`src/rtl/pipeline_pkg.sv`:
```
// Shared pipeline constants and watchdog state encoding.
package pipeline_pkg;

   localparam logic [31:0] NOP_INSTR = 32'h0000_0000;
   localparam logic [31:0] RESET_PC  = 32'h0040_0000;

   typedef enum logic [1:0] {
      IDLE,
      COUNTING,
      TIMEOUT
   } wd_state_t;

endpackage

```
`src/rtl/sat_counter.sv`:
```
// Saturating up-counter: async active-low reset, sync clear, enable.
module sat_counter #(
   parameter int W = 16
) (
   input  logic         clk,
   input  logic         reset,
   input  logic         en,
   input  logic         clr,
   output logic [W-1:0] count
);

   always_ff @(posedge clk or negedge reset) begin
      if (!reset) begin
         count <= '0;
      end else if (clr) begin
         count <= '0;
      end else if (en && (count != '1)) begin
         count <= count + 1'b1;
      end
   end

endmodule

```
`src/rtl/if_id_pipe_register.sv`:
```
// IF/ID pipeline register with stall, flush and stall watchdog.
// Define IFID_PERF_CNT_EN to build the stall/flush/bubble perf counters.
module if_id_pipe_register #(
   parameter int             N         = 32,
   parameter logic [N-1:0]   RESET_PC  = N'(pipeline_pkg::RESET_PC),
   parameter int             MAX_STALL = 15,
   parameter int             CNT_W     = 16
) (
   input  logic             clk,
   input  logic             reset,
   input  logic [N-1:0]     IF_PC,
   input  logic [N-1:0]     IF_PCPlus4,
   input  logic [N-1:0]     IF_Instruction,
   input  logic             IF_Valid,
   input  logic             Stall,
   input  logic             Flush,
   output logic [N-1:0]     ID_PC,
   output logic [N-1:0]     ID_PCPlus4,
   output logic [N-1:0]     ID_Instruction,
   output logic             ID_Valid,
   output logic             StallTimeout,
   output logic [CNT_W-1:0] StallCount,
   output logic [CNT_W-1:0] FlushCount,
   output logic [CNT_W-1:0] BubbleCount
);

   import pipeline_pkg::*;

   localparam logic [CNT_W-1:0] WD_LAST = CNT_W'(MAX_STALL - 1);

   logic stall_act;
   logic load;

   assign stall_act = Stall && !Flush;
   assign load      = !Stall && !Flush;

   always_ff @(posedge clk or negedge reset) begin
      if (!reset) begin
         ID_PC          <= RESET_PC;
         ID_PCPlus4     <= RESET_PC + N'(4);
         ID_Instruction <= N'(NOP_INSTR);
         ID_Valid       <= 1'b0;
      end else if (Flush) begin
         ID_Instruction <= N'(NOP_INSTR);
         ID_Valid       <= 1'b0;
      end else if (!Stall) begin
         ID_PC          <= IF_PC;
         ID_PCPlus4     <= IF_PCPlus4;
         ID_Instruction <= IF_Valid ? IF_Instruction
                                    : N'(NOP_INSTR);
         ID_Valid       <= IF_Valid;
      end
   end

   wd_state_t        wd_state;
   wd_state_t        wd_next;
   logic             wd_en;
   logic             wd_clr;
   logic [CNT_W-1:0] wd_count;

   always_ff @(posedge clk or negedge reset) begin
      if (!reset) begin
         wd_state <= IDLE;
      end else begin
         wd_state <= wd_next;
      end
   end

   // The transition to TIMEOUT lands on the same edge the count hits MAX_STALL.
   always_comb begin
      wd_next = wd_state;
      wd_en   = 1'b0;
      wd_clr  = 1'b0;
      unique case (wd_state)
         IDLE: begin
            if (stall_act) begin
               wd_en   = 1'b1;
               wd_next = (MAX_STALL <= 1) ? TIMEOUT : COUNTING;
            end
         end
         COUNTING: begin
            if (!stall_act) begin
               wd_clr  = 1'b1;
               wd_next = IDLE;
            end else begin
               wd_en = 1'b1;
               if (wd_count == WD_LAST) begin
                  wd_next = TIMEOUT;
               end
            end
         end
         TIMEOUT: begin
            wd_next = TIMEOUT;
         end
         default: begin
            wd_next = IDLE;
         end
      endcase
   end

   sat_counter #(.W(CNT_W)) u_wd_cnt (
      .clk   (clk),
      .reset (reset),
      .en    (wd_en),
      .clr   (wd_clr),
      .count (wd_count)
   );

   assign StallTimeout = (wd_state == TIMEOUT);

`ifdef IFID_PERF_CNT_EN
   sat_counter #(.W(CNT_W)) u_stall_cnt (
      .clk   (clk),
      .reset (reset),
      .en    (stall_act),
      .clr   (1'b0),
      .count (StallCount)
   );

   sat_counter #(.W(CNT_W)) u_flush_cnt (
      .clk   (clk),
      .reset (reset),
      .en    (Flush),
      .clr   (1'b0),
      .count (FlushCount)
   );

   sat_counter #(.W(CNT_W)) u_bubble_cnt (
      .clk   (clk),
      .reset (reset),
      .en    (load && !IF_Valid),
      .clr   (1'b0),
      .count (BubbleCount)
   );
`else
   logic unused_perf;
   assign unused_perf = load;
   assign StallCount  = '0;
   assign FlushCount  = '0;
   assign BubbleCount = '0;
`endif

endmodule
```
`config.mk`:
```
export PLATFORM = sky130hd
export DESIGN_NAME = if_id_pipe_register
export DESIGN_NICKNAME = d
export VERILOG_FILES = /design/src/rtl/pipeline_pkg.sv /design/src/rtl/sat_counter.sv /design/src/rtl/if_id_pipe_register.sv
export SDC_FILE = /design/constraint.sdc
export NUM_CORES = 1
export LEC_CHECK = 0
export BUFFER_PORTS_ARGS = -buffer_cell sky130_fd_sc_hd__buf_2
export CAP_MARGIN = 20
export CORE_MARGIN = 2
export CORE_UTILIZATION = 41
export CTS_CLUSTER_DIAMETER = 100
export CTS_CLUSTER_SIZE = 8
export DETAILED_ROUTE_END_ITERATION = 16
export PLACE_DENSITY_LB_ADDON = 0.25
export RECOVER_POWER = 25
export SLEW_MARGIN = 30
export SYNTH_ARGS = -nofsm -noshare
export SYNTH_HDL_FRONTEND = slang
export SYNTH_SLANG_ARGS = --single-unit
```
`constraint.sdc`:
```
create_clock -name clk -period 1.9 [get_ports clk]
set_input_delay 0.095 -clock clk [delete_from_list [all_inputs] [get_ports clk]]
set_output_delay 0.095 -clock clk [all_outputs]
set_load 0.05 [all_outputs]
```
Word-level counts from Yosys, hierarchy flattened --
Cells that the tools add are included.
Storage, ports and cells: flip-flop bits (word level) 115, input bits 101, word-level logic and storage cells 39
Cells by class: add/sub/neg operators 1, equal/unequal tests 7, multiplexer cells 15, bitwise logic cells 2, reduce and logical (&&, ||, !) cells 8
Operators by type and width (count):
- 32-bit 2-to-1 mux | 3
- 16-bit 2-to-1 mux | 2
- 16-bit by 1-bit adder with 16-bit output (second input constant) | 1
- 16-bit by 4-bit == test with 1-bit output (second input constant) | 1
- 16-bit inequality test (second input constant) | 1
- 1-bit 2-to-1 mux | 6
- 2-bit 2-to-1 mux | 3
- 2-bit case mux with 3 select lines | 1
- 2-bit AND reduction | 2
- 3-bit inequality test (second input constant) | 1
- 2-bit by 1-bit == test with 1-bit output (second input constant) | 1
- 2-bit == test (second input constant) | 1
- 1-bit logical AND | 2
- 2-bit logical NOT | 1
- 2-bit by 1-bit inequality test with 1-bit output (second input constant) | 1
- 2-bit inequality test (second input constant) | 1
- 1-bit NOT | 2
- 2-bit nonzero test | 1
- 2-bit OR reduction | 1
- 1-bit logical NOT | 1

Longest topological paths before layout --
Gate-level depths: netlist of run 1.
depth after elaboration 7, gate-level depth with buffers 7, depth with buffers taken out 6

Modules after synthesis --
Synthesis of run 1 repeated with hierarchy kept, for this count alone.
Second synthesis, totals: cell total of the unflattened synthesis 374, area total of the unflattened synthesis 5021.1 um2
Modules (own cells, without submodules):
- if_id_pipe_register | instances 1, cells an instance 276, area an instance 4078.9 um2
- sat_counter | instances 1, cells an instance 98, area an instance 942.2 um2

Least setup slack after synthesis of run 1 --
No wires, ideal clock.
path kind reg2reg, start point register u_wd_cnt.count[0], end point register u_wd_cnt.count[5], setup time 0.118 ns, data arrival time 1.708 ns, required time 1.782 ns, slack 0.074 ns, stages on the path, launching flop included 8, path buffers 1, path through dfrtp_1 -> ha_1 -> nand4_2 -> nor4_4 -> or2b_1 -> buf_6 -> o21ai_1 -> a21o_1
Between the ends: cells in the longest elaborated chain, start to end 3, elaborated cells between the ends (all ways) 6
RTL lines:
- from (decl) | line sat_counter.sv:9 | output logic [W-1:0] count
- from (signal assigned) | line sat_counter.sv:18 | count <= count + 1'b1;
- 16-bit by 1-bit adder with 16-bit output / 16-bit inequality test (equally long branches) | line sat_counter.sv:18, sat_counter.sv:17
- 16-bit 2-to-1 mux / 1-bit logical AND (equally long branches) | line sat_counter.sv:17 | end else if (en && (count != '1)) begin
- 16-bit 2-to-1 mux / 2-bit nonzero test (equally long branches)
Several ways; a longest one is shown, not always the timed one. The select of a mux whose other input is x is not followed. A chain may end at the register's enable or synchronous reset.

Worst setup path after layout of run 1 --
start point register u_wd_cnt.count[0], end point register u_wd_cnt.count[15]
Same word-level chain as after synthesis.

==> run metrics, run 1 <==
Avg Vias per Cell=4.84; post-layout minimum cycle time=1.79 ns; setup repair after global routing missed its margin=yes; classification of the worst setup path=flop to flop; CTS tree=built; # rows=40; Final Max Slew Viols=0; DRC marker count from the first detailed-route iteration=161; vias after detailed routing=4100; detailed-route wire length=13.3 mm; largest fanout of any net on the critical path=7; total cell area at the placement stage=6040 um2; gpl congestion=0.834; height of the die=114 um; final antenna diode count=0; critical path's largest stage delay=0.50 ns; share of post-route cells with drive strength above 1=45.6%; synthesis-to-layout area growth=54.2%; number of remaining DRC errors=0; Lkg Pwr=3.82 nW; mean area per synthesized cell=13.2 um2; mean routed wirelength per cell=15.6 um; global-route congestion overflow total=0; clock sinks=115; final non-filler cell total=847; dominant cell by count in the synthesized netlist=sky130_fd_sc_hd__dfrtp_1; netlist area before placement=4940 um2; chip width=114 um; sequential fraction of the synthesis area=58.3%; setup violation total in the final timing report=0; leading area contributor after synthesis=sky130_fd_sc_hd__dfrtp_1; Clock Tree Buf Depth=2; worst supply voltage drop on vdd=619 uV; vias in the first global route=4353; class of the tightest hold or removal check=primary input to flop; library cell used as clock root buffer=sky130_fd_sc_hd__clkbuf_16; Ys Warns=0; cell with the largest stage delay on the worst path=sky130_fd_sc_hd__or4_1; final hold violations=0; required time of the worst setup path=2.23 ns; Post-Route Skew=0.00879 ns; DR pass1 iterations=4; chain of cells forming the critical path=ha_1 > nand4_2 > nor4_4 > or2b_4 > or4_1 > a21oi_2; count of flip-flops with a built-in enable after synthesis=0; Mapped Cells=374; Final Core Density=64.0%; run status=finished clean; maximum level of the CTS H-tree=4; Final Total Pwr=8.26 mW; initial antenna violation count=0; distinct cell type count of the synthesized netlist=45; Critical Path End Type=flop; Fmax=559 MHz; slack of the critical path=0.111 ns; Post-CTS Repair Setup Buffers=0; Top Ports=247; finished layout cell area=7620 um2; pre-CTS WS=0.0527 ns; leading cell types by count after synthesis=sky130_fd_sc_hd__dfrtp_1 (112), sky130_fd_sc_hd__mux2_2 (64), sky130_fd_sc_hd__buf_4 (48); max capacitance violation total=0; main flop type after synthesis=sky130_fd_sc_hd__dfrtp_1; insertion delay of the later-clocked pin in the worst-skew pair=0.40 ns; synthesized-area fraction occupied by ao, oa, aoi and oai cells=8.76%; starting utilization of the core area=41.5%; leading post-synthesis cells by cell area=sky130_fd_sc_hd__dfrtp_1 (57%), sky130_fd_sc_hd__mux2_2 (15%), sky130_fd_sc_hd__buf_4 (7.3%), sky130_fd_sc_hd__a22o_1 (5.7%), sky130_fd_sc_hd__dfstp_2 (1.6%); final hold slack=0.236 ns; clock edge transition at the registers on the reported setup and hold paths=0.05 ns; full die area=13000 um2; Setup crit start kind=flop; fillers=847; arrival time of data at the critical path endpoint=2.12 ns; area of the core region=11900 um2; synthesis-stage register bit count=115; Placed Cells incl. Taps=718; share of flip-flops with an asynchronous set or reset after synthesis=100%; global-route usage over all layers=20.7%; Max transition margin=19.8%; pin count of the biggest net entering global routing=48; slew of the pin with the lowest slew margin=1.20 ns; number of nets with antenna violations after detailed routing=0; Setup Total Neg Slack=0 ns; HPWL Detailed=8.27 mm; dominant combinational cell family by area after synthesis=multiplexers; multiplexer area fraction after synthesis=15.2%; final worst-path cycle share=94.2%; power density over cell area=1080 nW/um2; Post-Synth XOR/XNOR Area=0.531%; synthesized-area fraction occupied by and/or/nand/nor cells=7.49%; area of all sequential standard cells=2880 um2; footprint of the multi-input gates=1800 um2; number of nets in the finished design=790; area share of the largest cell type after synthesis=56.7%; Adder-Cell Fraction of Synth Area=0.506%; clock buffers created by TritonCTS=17; first-pass GRT wire length=21.0 mm; number of port buffers=198
## critical path: cells and delay by family, from the launching register on
family          cells  cell delay, ns
fa+ha+maj           1            0.23
simple gates        4            1.00
compound gates      1            0.13
flops               1            0.37
## final cells by class
cell class | count | share of cell area [%]
sequential | 115 | 37.8
timing repair buffer | 314 | 27.8
multi-input combinational | 238 | 23.5
clock buffer | 23 | 6.40
tap | 147 | 2.41
clock inverter | 9 | 1.97
inverter | 1 | 0.0492
## cell families after synthesis
kind of cell	count (synthesis)
flops	115
mux	67
fa+ha+maj	2
other cells	1
compound gates	56
simple gates	62
buf+inv	68
xor+xnor	3
## path summary, 6_finish.rpt
kind                                        start                  to  slack [ns]  depth (start not counted)
worst max-delay path            u_wd_cnt.count[0]  u_wd_cnt.count[15]        0.11                          6
worst min-delay path                        Flush         wd_state[1]        0.24                          4
worst max register to register  u_wd_cnt.count[0]  u_wd_cnt.count[15]        0.11                          6
worst min register to register           ID_Valid            ID_Valid        0.47                          1
max in group asynchronous                   reset           ID_PC[22]        0.79                          3
min in group asynchronous                   reset  ID_Instruction[19]        0.33                          2
## placed cells by master (no fill, tap or decap), drive strengths merged, types with 4 or more instances in the layout
master and count:
buf 213, dfrtp 112, dlygate4sd3 97, mux2 64, conb 48, a22o 32, clkbuf 27, nand2 10
nand4 10, nor2 9, o21ai 9, nand3 6, nor3b 4, bufinv 4, nor4 4, a21o 4
## per-layer routing
| layer | part of all wire [%] | GRT usage [%] | vias up |
|---|---|---|---|
| li1 | - | - | 1882 |
| met1 | 39 | 23.4 | 2003 |
| met2 | 52 | 35.6 | 189 |
| met3 | 7.1 | 6.70 | 26 |
| met4 | 2.4 | 9.59 | 0 |
| met5 | 0 | 0 | - |
## what timing repair did
item                                    CTS  global route
gates resized for setup                   0             2
hold buffers                             97             0
hold endpoints to repair                163             0
endpoints found under the setup margin    0             3
## state kept, by name, summed over array words and instances (netlist names)
register	flops
ID_PCPlus4	32
wd_state	2
u_wd_cnt.count	16
ID_PC	32
ID_Instruction	32
ID_Valid	1
## report_power, final
group	switching (mW)	leakage (nW)	internal, mW
combinational	1.42	2.07	0.611
sequential	0.131	1.44	2.70
clock	1.07	0.309	2.33
total	2.62	3.82	5.64
Note: power is estimated with default switching activity, not from simulation.
==> inputs of run 2 (changes only) <==
--- a/config.mk
+++ b/config.mk
@@ -12,9 +12,10 @@
 export CTS_CLUSTER_DIAMETER = 100
 export CTS_CLUSTER_SIZE = 8
 export DETAILED_ROUTE_END_ITERATION = 16
-export PLACE_DENSITY_LB_ADDON = 0.25
+export PLACE_DENSITY = 0.75
 export RECOVER_POWER = 25
 export SLEW_MARGIN = 30
 export SYNTH_ARGS = -nofsm -noshare
 export SYNTH_HDL_FRONTEND = slang
 export SYNTH_SLANG_ARGS = --single-unit
+export TNS_END_PERCENT = 1
==> run 2 against run 1 <==
Against the previous run: count of clock-buffer cells in the layout shrank 1; critical path depth did not move; power fell by 1.3%; largest cell class unchanged; clock skew shrank 0.0031 ns; clock power is 3% lower; sequential share of layout area up 0.35 points.
==> run metrics, run 2 (synthesized netlist as in run 1, its figures left out) <==
number of remaining DRC errors=0 (unchanged); mean routed wirelength per cell=15.8 um (+1.0%); arrival time of data at the critical path endpoint=2.09 ns (-0.03 ns); registers with the most flip-flops=ID_Instruction (32), ID_PCPlus4 (32), ID_PC (32); starting utilization of the core area=41.5% (unchanged); area of all sequential standard cells=2880 um2 (unchanged); area of the core region=11900 um2 (unchanged); Setup crit start kind=flop; number of port buffers=198 (unchanged); reg2reg path depth=6 (unchanged); chip width=114 um (unchanged); HPWL Detailed=7.95 mm (-3.9%); Critical Path End Type=flop; Lkg Pwr=3.78 nW (-1.2%); total cell area at the placement stage=5990 um2 (-0.75%); family with the most delay on the worst path=simple AND/OR/NAND/NOR gates; final hold violations=0 (unchanged); largest fanout of any net on the critical path=3 (-4); maximum level of the CTS H-tree=4 (unchanged); class of the tightest hold or removal check=primary input to flop; leading cell type in the layout, fill and taps excluded=sky130_fd_sc_hd__buf_2; instance count on the critical path=6 (unchanged); slew of the pin with the lowest slew margin=1.23 ns (+0.0251 ns); power density over cell area=1080 nW/um2 (-0.39%); setup repair after global routing missed its margin=no; fillers=857 (+1.2%); hold wc startpoint=Stall; # rows=40 (unchanged); gpl congestion=0.868 (+4.1%); GR Layer Usage met2=38.2% (+2.6 points); Avg Vias per Cell=4.78 (-1.3%); detailed-route wire length=13.3 mm (+0.32%); Setup Total Neg Slack=0 ns (unchanged); global-route usage over all layers=20.9% (+0.20 points); DR pass1 iterations=4 (unchanged); FF-to-FF setup slack=0.14 ns (+0.03 ns); Final Total Pwr=8.15 mW (-1.3%); Top Usage Layer GRT=met2; chain of cells forming the critical path=ha_1 > nand4_2 > nor4_4 > or2b_1 > or4_1 > a21oi_1; DRC marker count from the first detailed-route iteration=160 (-0.62%); startpoint of the most critical register-to-register path=u_wd_cnt.count[0]; share of post-route cells with drive strength above 1=44.8% (-0.76 points); CTS tree=built; final non-filler cell total=841 (-0.71%); initial antenna violation count=0 (unchanged); vias in the first global route=4195 (-3.6%); worst supply voltage drop on vdd=768 uV (+24%); required time of the worst setup path=2.23 ns (about the same); run status=finished clean; insertion delay of the later-clocked pin in the worst-skew pair=0.41 ns (about the same); Placed Cells incl. Taps=712 (-0.84%); Post-Route Skew=0.00572 ns (-0.00307 ns); clock edge transition at the registers on the reported setup and hold paths=0.05 ns (about the same); final antenna diode count=0 (unchanged); Max transition margin=18.1% (-1.7 points); met1 capacity usage during global routing=22.4% (-0.99 points); Top Ports=247 (unchanged); number of nets in the finished design=784 (-0.76%); synthesis-to-layout area growth=52.8%; global-route congestion overflow total=0 (unchanged); endpoint of the worst setup timing path=u_wd_cnt.count[15]; number of nets with antenna violations after detailed routing=0 (unchanged); CP Launch Point=u_wd_cnt.count[0]; clock buffers created by TritonCTS=17 (unchanged); vias after detailed routing=4018 (-2.0%); Clock Tree Buf Depth=2 (unchanged); cell with the largest stage delay on the worst path=sky130_fd_sc_hd__or4_1; Buf/Inv on CP=0 (unchanged); pin count of the biggest net entering global routing=65 (+35%); Final Max Slew Viols=0 (unchanged); max capacitance violation total=0 (unchanged); setup violation total in the final timing report=0 (unchanged); finished layout cell area=7550 um2 (-0.92%); clock sinks=115 (unchanged); post-layout minimum cycle time=1.76 ns (-0.0268 ns); full die area=13000 um2 (unchanged); classification of the worst setup path=flop to flop; Fmax=567 MHz (+1.5%); final worst-path cycle share=92.7% (-1.4 points); M3 GR Usage=5.69% (-1.0 points); first-pass GRT wire length=20.7 mm (-1.3%); footprint of the multi-input gates=1790 um2 (-0.14%); commonest cells after routing, fill and taps aside=sky130_fd_sc_hd__buf_2 (195), sky130_fd_sc_hd__dfrtp_1 (112), sky130_fd_sc_hd__dlygate4sd3_1 (97); Final Core Density=63.4% (-0.59 points); critical path's largest stage delay=0.48 ns (-0.02 ns); Reg-to-Reg End=u_wd_cnt.count[15]; height of the die=114 um (unchanged); library cell used as clock root buffer=sky130_fd_sc_hd__clkbuf_16
[run 2: worst min-delay path by stage]
| stage | to | slack [ns] | depth (start not counted) |
|---|---|---|---|
| 6_report | u_wd_cnt.count[14] | 0.28 | 6 |
| 4_1_cts | ID_PC[29] | 0.27 | 2 |
| 3_3_place_gp | ID_PC[4] | 0.14 | 1 |
| 5_1_grt | wd_state[0] | 0.33 | 5 |
| 2_1_floorplan | ID_Instruction[0] | -0.20 | 0 |
| 3_5_place_dp | ID_PC[29] | 0.16 | 1 |
[run 2: metal layers]
metal  share of wire [%]  vias to the layer above
li1                    -                     1868
met1                  37                     1959
met2                  55                      170
met3                 5.7                       21
met4                 1.9                        0
met5                   0                        -
[run 2: area by class of cell]
type | count | area share [%]
multi-input combinational | 238 | 23.7
clock inverter | 10 | 2.07
sequential | 115 | 38.1
tap | 147 | 2.43
inverter | 1 | 0.0497
clock buffer | 22 | 6.01
timing repair buffer | 308 | 27.6
[run 2: repair_timing]
| action | 4_1_cts | 5_1_grt |
|---|---|---|
| endpoints found under the hold margin | 139 | 0 |
| gates resized for setup | 0 | 1 |
| buffers inserted | 0 | 0 |
| hold buffers | 97 | 0 |
| endpoints found under the setup margin | 0 | 1 |
[run 2: metrics by stage]
stage | hold slack, ns | worst slack [ns]
finish | 0.277 | 0.138
global route | 0.330 | 0.0549
CTS | 0.269 | 0.143
detailed placement | 0.162 | 0.148
global placement | 0.143 | 0.191
floorplan | -0.201 | 0.0738
[run 2: power breakdown]
part	total [mW]	switching (mW)	internal (mW)
sequential	2.85	0.142	2.71
clock	3.28	1.06	2.22
combinational	2.02	1.42	0.603
[run 2: worst reg2reg max path, stage by stage (launching register included)]
cell and delay, ns:
sky130_fd_sc_hd__dfrtp_1 0.38, sky130_fd_sc_hd__ha_1 0.22, sky130_fd_sc_hd__nand4_2 0.14, sky130_fd_sc_hd__nor4_4 0.06
sky130_fd_sc_hd__or2b_1 0.25, sky130_fd_sc_hd__or4_1 0.48, sky130_fd_sc_hd__a21oi_1 0.15
==> inputs of run 3 (changes only) <==
--- a/config.mk
+++ b/config.mk
@@ -5,14 +5,15 @@
 export SDC_FILE = /design/constraint.sdc
 export NUM_CORES = 1
 export LEC_CHECK = 0
+export ABC_AREA = 1
 export BUFFER_PORTS_ARGS = -buffer_cell sky130_fd_sc_hd__buf_2
 export CAP_MARGIN = 20
 export CORE_MARGIN = 2
-export CORE_UTILIZATION = 41
+export CORE_UTILIZATION = 42
 export CTS_CLUSTER_DIAMETER = 100
 export CTS_CLUSTER_SIZE = 8
 export DETAILED_ROUTE_END_ITERATION = 16
-export PLACE_DENSITY = 0.75
+export PLACE_DENSITY = 0.76
 export RECOVER_POWER = 25
 export SLEW_MARGIN = 30
 export SYNTH_ARGS = -nofsm -noshare
==> run 3 against run 2 <==
Against the previous run: combinational power rose by 4%; cell area rose by 1.5%; die area rose by 1.4%; synthesized cell count rose by 14%; first-iteration DRC count rose by 81%; non-clock buffer count fell by 5; final cell count rose by 5.7%; area after synthesis rose by 4.0%; core utilization rose by 0.71 points; worst setup slack improved by 0.18 ns; fmax rose by 12%.
==> run metrics, run 3 <==
final worst-path cycle share=83.2% (-9.6 points); CP Launch Point=u_wd_cnt.count[0]; Max transition margin=19.9% (+1.8 points); vias after detailed routing=4550 (+13%); distinct cell type count of the synthesized netlist=29 (-36%); Reg-to-Reg End=u_wd_cnt.count[4]; detailed-route wire length=15.5 mm (+17%); Critical Path End Type=flop; footprint of the multi-input gates=1900 um2 (+5.8%); classification of the worst setup path=flop to flop; final hold violations=0 (unchanged); area of all sequential standard cells=2880 um2 (unchanged); registers with the most flip-flops=ID_Instruction (32), ID_PCPlus4 (32), ID_PC (32); chain of cells forming the critical path=ha_1 > inv_1 > nor2_4 > nand2_4 > o21ai_4 > buf_4 > nand2_4 > nand3_1 > nand2_1; Clock Tree Buf Depth=2 (unchanged); FF-to-FF setup slack=0.32 ns (+0.18 ns); global-route congestion overflow total=0 (unchanged); required time of the worst setup path=2.21 ns (-0.02 ns); starting utilization of the core area=43.0% (+1.5 points); endpoint of the worst setup timing path=u_wd_cnt.count[4]; Top Ports=247 (unchanged); reg2reg path depth=9 (+3); share of post-route cells with drive strength above 1=42.5% (-2.4 points); Worst path most repeated cell=sky130_fd_sc_hd__nand2_4; Fmax=633 MHz (+12%); Setup Total Neg Slack=0 ns (unchanged); maximum level of the CTS H-tree=4 (unchanged); height of the die=115 um (+0.72%); family with the most delay on the worst path=flip-flops; largest fanout of any net on the critical path=8 (+5); count of flip-flops with a built-in enable after synthesis=0 (unchanged); number of nets with antenna violations after detailed routing=0 (unchanged); final antenna diode count=0 (unchanged); slew of the pin with the lowest slew margin=1.20 ns (-0.0266 ns); leading area contributor after synthesis=sky130_fd_sc_hd__dfrtp_1; Avg Vias per Cell=5.12 (+7.1%); Ys Warns=0 (unchanged); run status=finished clean; leading post-synthesis cells by cell area=sky130_fd_sc_hd__dfrtp_1 (55%), sky130_fd_sc_hd__mux2_2 (14%), sky130_fd_sc_hd__buf_4 (7.0%), sky130_fd_sc_hd__a32o_1 (6.2%), sky130_fd_sc_hd__nand2_1 (3.0%); dominant cell by count in the synthesized netlist=sky130_fd_sc_hd__dfrtp_1; Buf/Inv on CP=2 (+2); pin count of the biggest net entering global routing=87 (+34%); gpl congestion=0.882 (+1.7%); main flop type after synthesis=sky130_fd_sc_hd__dfrtp_1; # rows=40 (unchanged); post-layout minimum cycle time=1.58 ns (-0.182 ns); netlist area before placement=5140 um2 (+4.0%); library cell used as clock root buffer=sky130_fd_sc_hd__clkbuf_16; sequential fraction of the synthesis area=56.0% (-2.2 points); synthesis-to-layout area growth=49.2%; CTS-repair resized insts=0 (unchanged); leading cell types by count after synthesis=sky130_fd_sc_hd__dfrtp_1 (112), sky130_fd_sc_hd__mux2_2 (64), sky130_fd_sc_hd__buf_4 (48); DR pass1 iterations=4 (unchanged); DRC marker count from the first detailed-route iteration=289 (+81%); clock edge transition at the registers on the reported setup and hold paths=0.05 ns (about the same); Lkg Pwr=3.78 nW (about the same); CTS tree=built; Post-Route Skew=0.0146 ns (+0.00885 ns); fillers=830 (-3.2%); max capacitance violation total=0 (unchanged); critical path's largest stage delay=0.42 ns (-0.06 ns); Final Max Slew Viols=0 (unchanged); hold wc startpoint=Flush; Setup crit start kind=flop; instance count on the critical path=9 (+3); share of flip-flops with an asynchronous set or reset after synthesis=100% (unchanged); full die area=13100 um2 (+1.4%); startpoint of the most critical register-to-register path=u_wd_cnt.count[0]; synthesis-stage register bit count=115 (unchanged); leading cell type in the layout, fill and taps excluded=sky130_fd_sc_hd__buf_2; Mapped Cells=428 (+14%); number of hold buffers added after CTS=97 (unchanged); vias in the first global route=4756 (+13%); number of port buffers=198 (unchanged); clock sinks=115 (unchanged); mean area per synthesized cell=12.0 um2 (-9.1%); HPWL Detailed=8.92 mm (+12%); area share of the largest cell type after synthesis=54.5% (-2.2 points); Post-CTS Repair Setup Buffers=0 (unchanged); area of the core region=12000 um2 (+0.42%); global-route usage over all layers=24.3% (+3.4 points); worst supply voltage drop on vdd=814 uV (+6.1%); initial antenna violation count=1 (+1); cell with the largest stage delay on the worst path=sky130_fd_sc_hd__dfrtp_1; arrival time of data at the critical path endpoint=1.89 ns (-0.20 ns); setup violation total in the final timing report=0 (unchanged); class of the tightest hold or removal check=primary input to flop; setup repair after global routing missed its margin=no; number of remaining DRC errors=0 (unchanged); number of nets in the finished design=832 (+6.1%); clock buffers created by TritonCTS=17 (unchanged); first-pass GRT wire length=24.2 mm (+17%); mean routed wirelength per cell=17.5 um (+11%); chip width=115 um (+0.72%); commonest cells after routing, fill and taps aside=sky130_fd_sc_hd__buf_2 (196), sky130_fd_sc_hd__dfrtp_1 (112), sky130_fd_sc_hd__dlygate4sd3_1 (97); power density over cell area=1070 nW/um2 (-0.79%); Final Core Density=64.1% (+0.71 points); insertion delay of the later-clocked pin in the worst-skew pair=0.41 ns (about the same)
[run 3: changes by cell type after synthesis, sizes merged, moves of 4 or more]
| cell | change |
|---|---|
| a21o | -4 |
| a22o | -31 |
| a32o | +32 |
| buf | +4 |
| inv | +19 |
| nand2 | +35 |
| nand3 | +18 |
| nand4 | -5 |
| nor2 | +22 |
| nor3b | -4 |
| nor4 | -4 |
| xor2 | +5 |
[run 3: kinds of logic (layout without fill, tap and decap cells)]
| kind of cell | Yosys count | count (layout) | synth area share, % |
|---|---|---|---|
| and+or+nand+nor | 105 | 105 | 9.66 |
| xor gates and xnor gates | 7 | 7 | 1.19 |
| muxes | 64 | 64 | 14.0 |
| other | 1 | 48 | 0.0729 |
| DFF | 115 | 115 | 56.0 |
| AOI/OAI and AO/OA | 46 | 46 | 8.03 |
| buffers and inverters | 88 | 355 | 10.5 |
| adders and majority gates | 2 | 2 | 0.487 |
[run 3: how the worst min path moves through the flow]
stage                         to  depth (start not counted)
6_report                ID_Valid                          3
5_1_grt                 ID_Valid                          3
4_1_cts                 ID_Valid                          3
3_5_place_dp      ID_PCPlus4[31]                          1
3_3_place_gp      ID_PCPlus4[31]                          1
2_1_floorplan  ID_Instruction[0]                          0
[run 3: report_power, final]
group	leakage, nW	total [mW]	internal [mW]	switching (mW)
registers	1.44	2.91	2.72	0.188
clock network	0.290	3.20	2.07	1.14
logic	2.04	2.10	0.614	1.49
total	3.78	8.21	5.40	2.81
[run 3: per-layer routing]
| metal | share of wire [%] | global-route usage, % | vias to the layer above | wire, um |
|---|---|---|---|---|
| met4 | 3.5 | 11.0 | 2 | 539 |
| met1 | 35 | 24.9 | 2227 | 5390 |
| met3 | 8.1 | 8.42 | 53 | 1260 |
| met2 | 54 | 44.3 | 271 | 8330 |
| met5 | 0.084 | 0 | - | 13 |
| li1 | - | - | 1997 | - |
[run 3: cell type report]
class	instances	area share, %
flip-flops and latches	115	37.6
clock inverters	8	1.30
clock buffers	24	6.41
well taps	147	2.40
multi-input cells	272	24.7
repair buffers	303	26.6
inverters	20	0.979
[run 3: tightest hold or removal path: stages]
cell	delay (ns)
sky130_fd_sc_hd__buf_2	0.12
sky130_fd_sc_hd__nor2_2	0.11
sky130_fd_sc_hd__a22o_1	0.19
[run 3: metrics by stage]
stage | hold WS [ns] | cell area, um2 | worst slack, ns | total power, mW | instances
finish | 0.141 | 7670 | 0.320 | 8.21 | 889
global route | 0.182 | 7670 | 0.120 | 8.47 | 889
CTS | 0.119 | 7680 | 0.320 | 8.16 | 889
detailed placement | 0.120 | 6120 | 0.330 | 4.82 | 760
global placement | 0.108 | 6120 | 0.365 | 4.78 | 760
floorplan | -0.201 | 5320 | 0.437 | 4.39 | 475
